==> src/rtl/fifo_rd_stream.sv <==
// -----------------------------------------------------------------------------
// fifo_rd_stream
// Read-side drain engine for the distributed FIFO. Pops words through a FIFO
// read port that has one cycle of read latency and re-presents them as a
// valid/ready stream. A 2-entry skid buffer sustains one word per clock under
// back-pressure. The stream is framed into bursts of BURST_LEN beats and the
// number of delivered beats is counted.
//
// Ports (all in the rd_clk domain):
//   rd_clk      in   sole clock
//   rd_rst      in   asynchronous, active-high reset
//   enable      in   allow new FIFO pops
//   rd_en       out  FIFO pop request (combinational)
//   rd_data     in   FIFO read data, valid the cycle after rd_en
//   empty       in   FIFO empty flag
//   out_valid   out  stream data valid
//   out_data    out  stream data (head of skid buffer)
//   out_last    out  last beat of the current burst
//   out_ready   in   stream consumer accepts
//   busy        out  a pop is in flight or the buffer is non-empty
//   word_cnt    out  beats accepted since reset, wraps
//   drain_state out  status-only drain FSM state (0=IDLE, 1=RUN, 2=DRAIN)
// -----------------------------------------------------------------------------
module fifo_rd_stream #(
  parameter int DATA_WIDTH = 16,
  parameter int BURST_LEN  = 8,
  parameter int CNT_WIDTH  = 32
) (
  input  logic                  rd_clk,
  input  logic                  rd_rst,
  input  logic                  enable,
  output logic                  rd_en,
  input  logic [DATA_WIDTH-1:0] rd_data,
  input  logic                  empty,
  output logic                  out_valid,
  output logic [DATA_WIDTH-1:0] out_data,
  output logic                  out_last,
  input  logic                  out_ready,
  output logic                  busy,
  output logic [CNT_WIDTH-1:0]  word_cnt,
  output logic [1:0]            drain_state
);

  localparam int BCW = (BURST_LEN > 1) ? $clog2(BURST_LEN) : 1;
  localparam logic [BCW-1:0] BEAT_MAX = BCW'(BURST_LEN - 1);

  typedef enum logic [1:0] {
    ST_IDLE  = 2'd0,
    ST_RUN   = 2'd1,
    ST_DRAIN = 2'd2
  } state_e;

  logic                  inflight_q;
  logic [1:0]            occ_q, occ_d;
  logic [DATA_WIDTH-1:0] buf_q [0:1];
  logic                  head_q, head_d;
  logic                  tail_q, tail_d;
  logic [BCW-1:0]        beat_q, beat_d;
  logic [CNT_WIDTH-1:0]  cnt_q, cnt_d;
  state_e                state_q, state_d;

  logic                  pop_s;
  logic [2:0]            level_s;

  // Stream handshake, pop request and status outputs.
  always_comb begin
    pop_s     = (occ_q != 2'd0) & out_ready;
    // Words that will still be held after this cycle's pop; a new pop is only
    // safe while that leaves room for the word it returns next cycle.
    level_s   = {1'b0, occ_q} + {2'b00, inflight_q} - {2'b00, pop_s};
    // rd_rst gates rd_en so no pop is issued while the engine is held in reset.
    rd_en     = enable & ~empty & ~rd_rst & (level_s < 3'd2);
    out_valid = (occ_q != 2'd0);
    out_data  = buf_q[head_q];
    out_last  = out_valid & (beat_q == BEAT_MAX);
    busy      = inflight_q | out_valid;
    word_cnt  = cnt_q;
    drain_state = state_q;
  end

  // Next-state for occupancy, pointers, burst framing, counter and FSM.
  always_comb begin
    occ_d   = occ_q;
    head_d  = head_q;
    tail_d  = tail_q;
    beat_d  = beat_q;
    cnt_d   = cnt_q;
    state_d = state_q;

    case ({inflight_q, pop_s})
      2'b10:   occ_d = occ_q + 2'd1;
      2'b01:   occ_d = occ_q - 2'd1;
      default: occ_d = occ_q;       // idle, or capture and pop together
    endcase

    if (inflight_q) begin
      tail_d = ~tail_q;
    end else begin
      tail_d = tail_q;
    end

    if (pop_s) begin
      head_d = ~head_q;
      cnt_d  = cnt_q + {{(CNT_WIDTH-1){1'b0}}, 1'b1};
      if (beat_q == BEAT_MAX) begin
        beat_d = '0;
      end else begin
        beat_d = beat_q + BCW'(1);
      end
    end else begin
      head_d = head_q;
      cnt_d  = cnt_q;
      beat_d = beat_q;
    end

    // Status FSM simply tracks the current enable/busy conditions.
    case ({busy, enable})
      2'b11:   state_d = ST_RUN;
      2'b10:   state_d = ST_DRAIN;
      default: state_d = ST_IDLE;
    endcase
  end

  // Control state registers.
  always_ff @(posedge rd_clk or posedge rd_rst) begin
    if (rd_rst) begin
      inflight_q <= 1'b0;
      occ_q      <= 2'd0;
      head_q     <= 1'b0;
      tail_q     <= 1'b0;
      beat_q     <= '0;
      cnt_q      <= '0;
      state_q    <= ST_IDLE;
    end else begin
      inflight_q <= rd_en;
      occ_q      <= occ_d;
      head_q     <= head_d;
      tail_q     <= tail_d;
      beat_q     <= beat_d;
      cnt_q      <= cnt_d;
      state_q    <= state_d;
    end
  end

  // Skid-buffer storage: every returned word is written at the tail.
  always_ff @(posedge rd_clk or posedge rd_rst) begin
    if (rd_rst) begin
      buf_q[0] <= '0;
      buf_q[1] <= '0;
    end else if (inflight_q) begin
      buf_q[tail_q] <= rd_data;
    end else begin
      buf_q[tail_q] <= buf_q[tail_q];
    end
  end

endmodule

==> config.mk <==
export PLATFORM = sky130hd
export DESIGN_NAME = fifo_rd_stream
export DESIGN_NICKNAME = d
export VERILOG_FILES = /design/src/rtl/fifo_rd_stream.sv
export SDC_FILE = /design/constraint.sdc
export NUM_CORES = 1
export LEC_CHECK = 0
export CAP_MARGIN = 20
export CORE_UTILIZATION = 50
export DETAILED_ROUTE_END_ITERATION = 10
export MAX_ROUTING_LAYER = met4
export PLACE_DENSITY = 0.82
export SETUP_SLACK_MARGIN = 0.2
export SLEW_MARGIN = 20
export SYNTH_ARGS = -nofsm -noshare
export SYNTH_HDL_FRONTEND = slang
export SYNTH_SLANG_ARGS = --single-unit
==> constraint.sdc <==
create_clock -name rd_clk -period 2.85 [get_ports rd_clk]
set_clock_uncertainty 0.05 [all_clocks]
set_input_delay 0.285 -clock rd_clk [delete_from_list [all_inputs] [get_ports rd_clk]]
set_output_delay 0.285 -clock rd_clk [all_outputs]
set_load 0.02 [all_outputs]
==> parameters.txt <==
Parameter                              Value

Synthesis
  Count of state elements after synthesis    74
  Share of Yosys cell area claimed by the top area cell type    0.557
  Cell types with the largest area share after synthesis    dfrtp_1 (56%), mux2_2 (16%), xnor2_1 (6.6%)
  Share of flip-flops with an asynchronous set or reset after synthesis    1.00
  Cell Area, Synth    3330 µm²
  Synthesized area per cell    12.7 µm²
  Post-synthesis net count    286
  Proportion of synthesized chip area in sequential cells    0.557
  Count of flip-flops with a built-in enable after synthesis    0
  Number of distinct library cell variants in the gate-level netlist after synthesis    33
  Ys flop type    dfrtp_1
  Leading area contributor after synthesis    dfrtp_1
  Syn Inst Count    261
  Warnings, synthesis    0

Clocking
  H-tree depth reported by CTS    3
  Clock-pin slew reported for the worst setup and hold paths after clock tree synthesis    0.07 ns
  Clock insertion delay at the later pin of the skew report    0.33 ns
  Clock buffer count from CTS    9
  CTS Hold Bufs    0
  Clock Tree Buf Depth    2
  Clk root buf    clkbuf_8
  Number of clock sinks    74
  CTS tree    done

Timing
  Worst slack on hold paths    0.346 ns
  Total count of hold-check failures in the final report    0
  Post-layout minimum cycle time    2.53 ns
  Portion of the clock cycle consumed by the worst path in the final layout    0.887
  Maximum clock frequency    396 MHz
  RSZ-0062 raised after global routing    no
  Tightest Pin Transition    0.715 ns
  Final worst slack    0.322 ns
  Pins Over Slew Limit    0
  Relative slew margins    0.522
  Total setup violations reported at the end of the flow    0

Pwr
  Largest voltage drop on the vdd net    0.749 mV
  Power per unit of standard cell area    840 nW/µm²
  Static Leak    1.96 nW

Cells and area
  Area of all placed cells without fillers    4400 µm²
  Layout net count    370
  Fraction of final layout cells with drive strength greater than 1    0.244
  Area of all sequential standard cells    1850 µm²
  Area occupied by multi-input gates    1440 µm²
  Filler instances    468
  Area overhead of the layout relative to synthesis    32.2%
  Share of the core filled with cells    0.689
  Diodes inserted    0

Die
  DIE HEIGHT    83.6 µm
  I/O pin total    75
  Initial core utilization    0.521
  Area of the die    6980 µm²
  Width of the die    83.6 µm
  Count of standard-cell rows    29
  Floorplan core area    6390 µm²

Drt
  Detailed-router iteration count before antenna repair    4
  Total met3 wirelength after detailed routing    238 µm
  Avg WL per Cell    14.9 µm
  Total vias in the final route    2262
  Total detailed-routing wirelength    6340 µm
  Wl on met1    2890 µm
  Remaining antenna violation count after routing    0
  Highest metal layer with signal wires    met4
  Number of design rule violations left after detail routing    0
  Number of DRC markers after the initial detailed-route iteration    97
  Met2 WL post-DR    3090 µm
  Vias per cell    5.32

Place
  Routability congestion estimate from global placement    0.779
  IO buf count    74
  Pre-CTS worst setup slack    -0.251 ns
  Post-Place Cell Area    4190 µm²
  Final HPWL from detailed placement    4470 µm

Worst setup path
  CP Capture Type    output port
  Arrival time at the worst endpoint    2.19 ns
  Largest fanout on the critical path    8
  Register-to-register path setup slack    0.85 ns
  Startpoint class of the critical path    flip-flop
  Start-to-end type of the worst setup path    flip-flop to output port
  Required time worst endpoint    2.52 ns
  Logic depth of the worst register-to-register path    6

GRT
  Global route overflow    0
  Wire length of the first global-routing pass    10900 µm
  GRT Total Usage    0.204
  Pin count of the biggest net entering global routing    49
  Antenna violations before repair    0
  Number of global-route vias before repair    2311

Worst hold path
  Worst min path class    input pin to asynchronous set/reset pin

Run status
  Outcome    finished clean

Flow run
  Reported max-cap violation count    0
## stage by stage
step	TNS (ns)	power [mW]	instances
floorplan	0	2.36	261
global placement	-0.151	2.90	411
detailed placement	-0.251	2.94	411
CTS	0	3.74	425
global route	0	3.91	425
finish	0	3.70	425
## cells by family (layout without fill, tap and decap cells)
kind of cell,Yosys count,after routing,synth area share
fa+ha+maj,4,4,0.0173
mux,48,48,0.163
xor+xnor,35,35,0.0922
buf+inv,12,99,0.0165
flops,74,74,0.557
simple gates,82,82,0.140
compound gates,6,6,0.0143
## flip-flops by register name (all words and copies together) (netlist names)
register / cells
buf_q: 32
drain_state: 2
word_cnt: 32
inflight_q: 1
occ_q: 2
tail_q: 1
head_q: 1
beat_q: 3
## cells in the mapped netlist (3+ instances only)
cell and count:
dfrtp_1 74, a21oi_1 3, nand4_1 9, xor2_1 10, nand2_1 23, ha_1 3
nor2b_1 3, mux2_2 48, xnor2_1 25, nand3_1 11, and3_1 7, clkbuf_1 4
inv_1 3, nor3_1 4, nor2_1 10
## cells in the final DEF, fill, tap and decap left out, types with 3 or more instances in the layout
cell type,Yosys,final
xor2_1,10,10
a21oi_1,3,3
nand4_1,9,9
and3_1,7,7
nand3_1,11,11
mux2_2,48,48
ha_1,3,3
nor2b_1,3,3
nor2_1,10,9
dfrtp_1,74,73
buf_4,2,7
nand2_1,23,23
clkdlybuf4s50_1,0,72
xnor2_1,25,25
clkbuf_8,0,11
nor3_1,4,4
## path summary, 6_finish.rpt
path	from	end
min in group rd_clk	out_ready	occ_q[1]
min	rd_rst	beat_q[2]
max in group asynchronous	rd_rst	word_cnt[25]
max	occ_q[0]	rd_en
min reg2reg	head_q	head_q
max reg2reg	word_cnt[0]	word_cnt[24]
## critical path: stages (launching register included)
cell and delay, ns:
dfrtp_2 0.47, nor2_2 0.12, a21oi_1 0.07, nand2b_4 0.15, fa_1 0.48, nand2_1 0.07
nor4_2 0.30, buf_2 0.21
## final cells by class
cell class | count | area share
Multi-Input combinational cell | 175 | 0.326
Timing Repair Buffer | 82 | 0.184
Clock buffer | 11 | 0.0344
Clock inverter | 3 | 0.00910
Inverter | 3 | 0.00256
Tap cell | 77 | 0.0219
Sequential cell | 74 | 0.421
## power breakdown
group          internal [mW]  switching (mW)  total, mW  leakage, nW
registers               1.35           0.170       1.52        0.942
clock network          0.440           0.346      0.786        0.101
logic                  0.786           0.607       1.39        0.917
total                   2.57            1.12       3.70         1.96
## layer usage
metal / vias up / GRT usage
met3: 10 / 0.0376
li1: 1064 / -
met4: 0 / 0.0863
met1: 1130 / 0.253
met5: - / -
met2: 58 / 0.330
## timing repair
item | in CTS | in global routing
setup buffers | 0 | 0
pin swaps | 0 | 2
resized for setup | 6 | 4
setup endpoints to repair | 1 | 1
gates cloned | 0 | 0
Note: power is estimated with default switching activity, not from simulation.
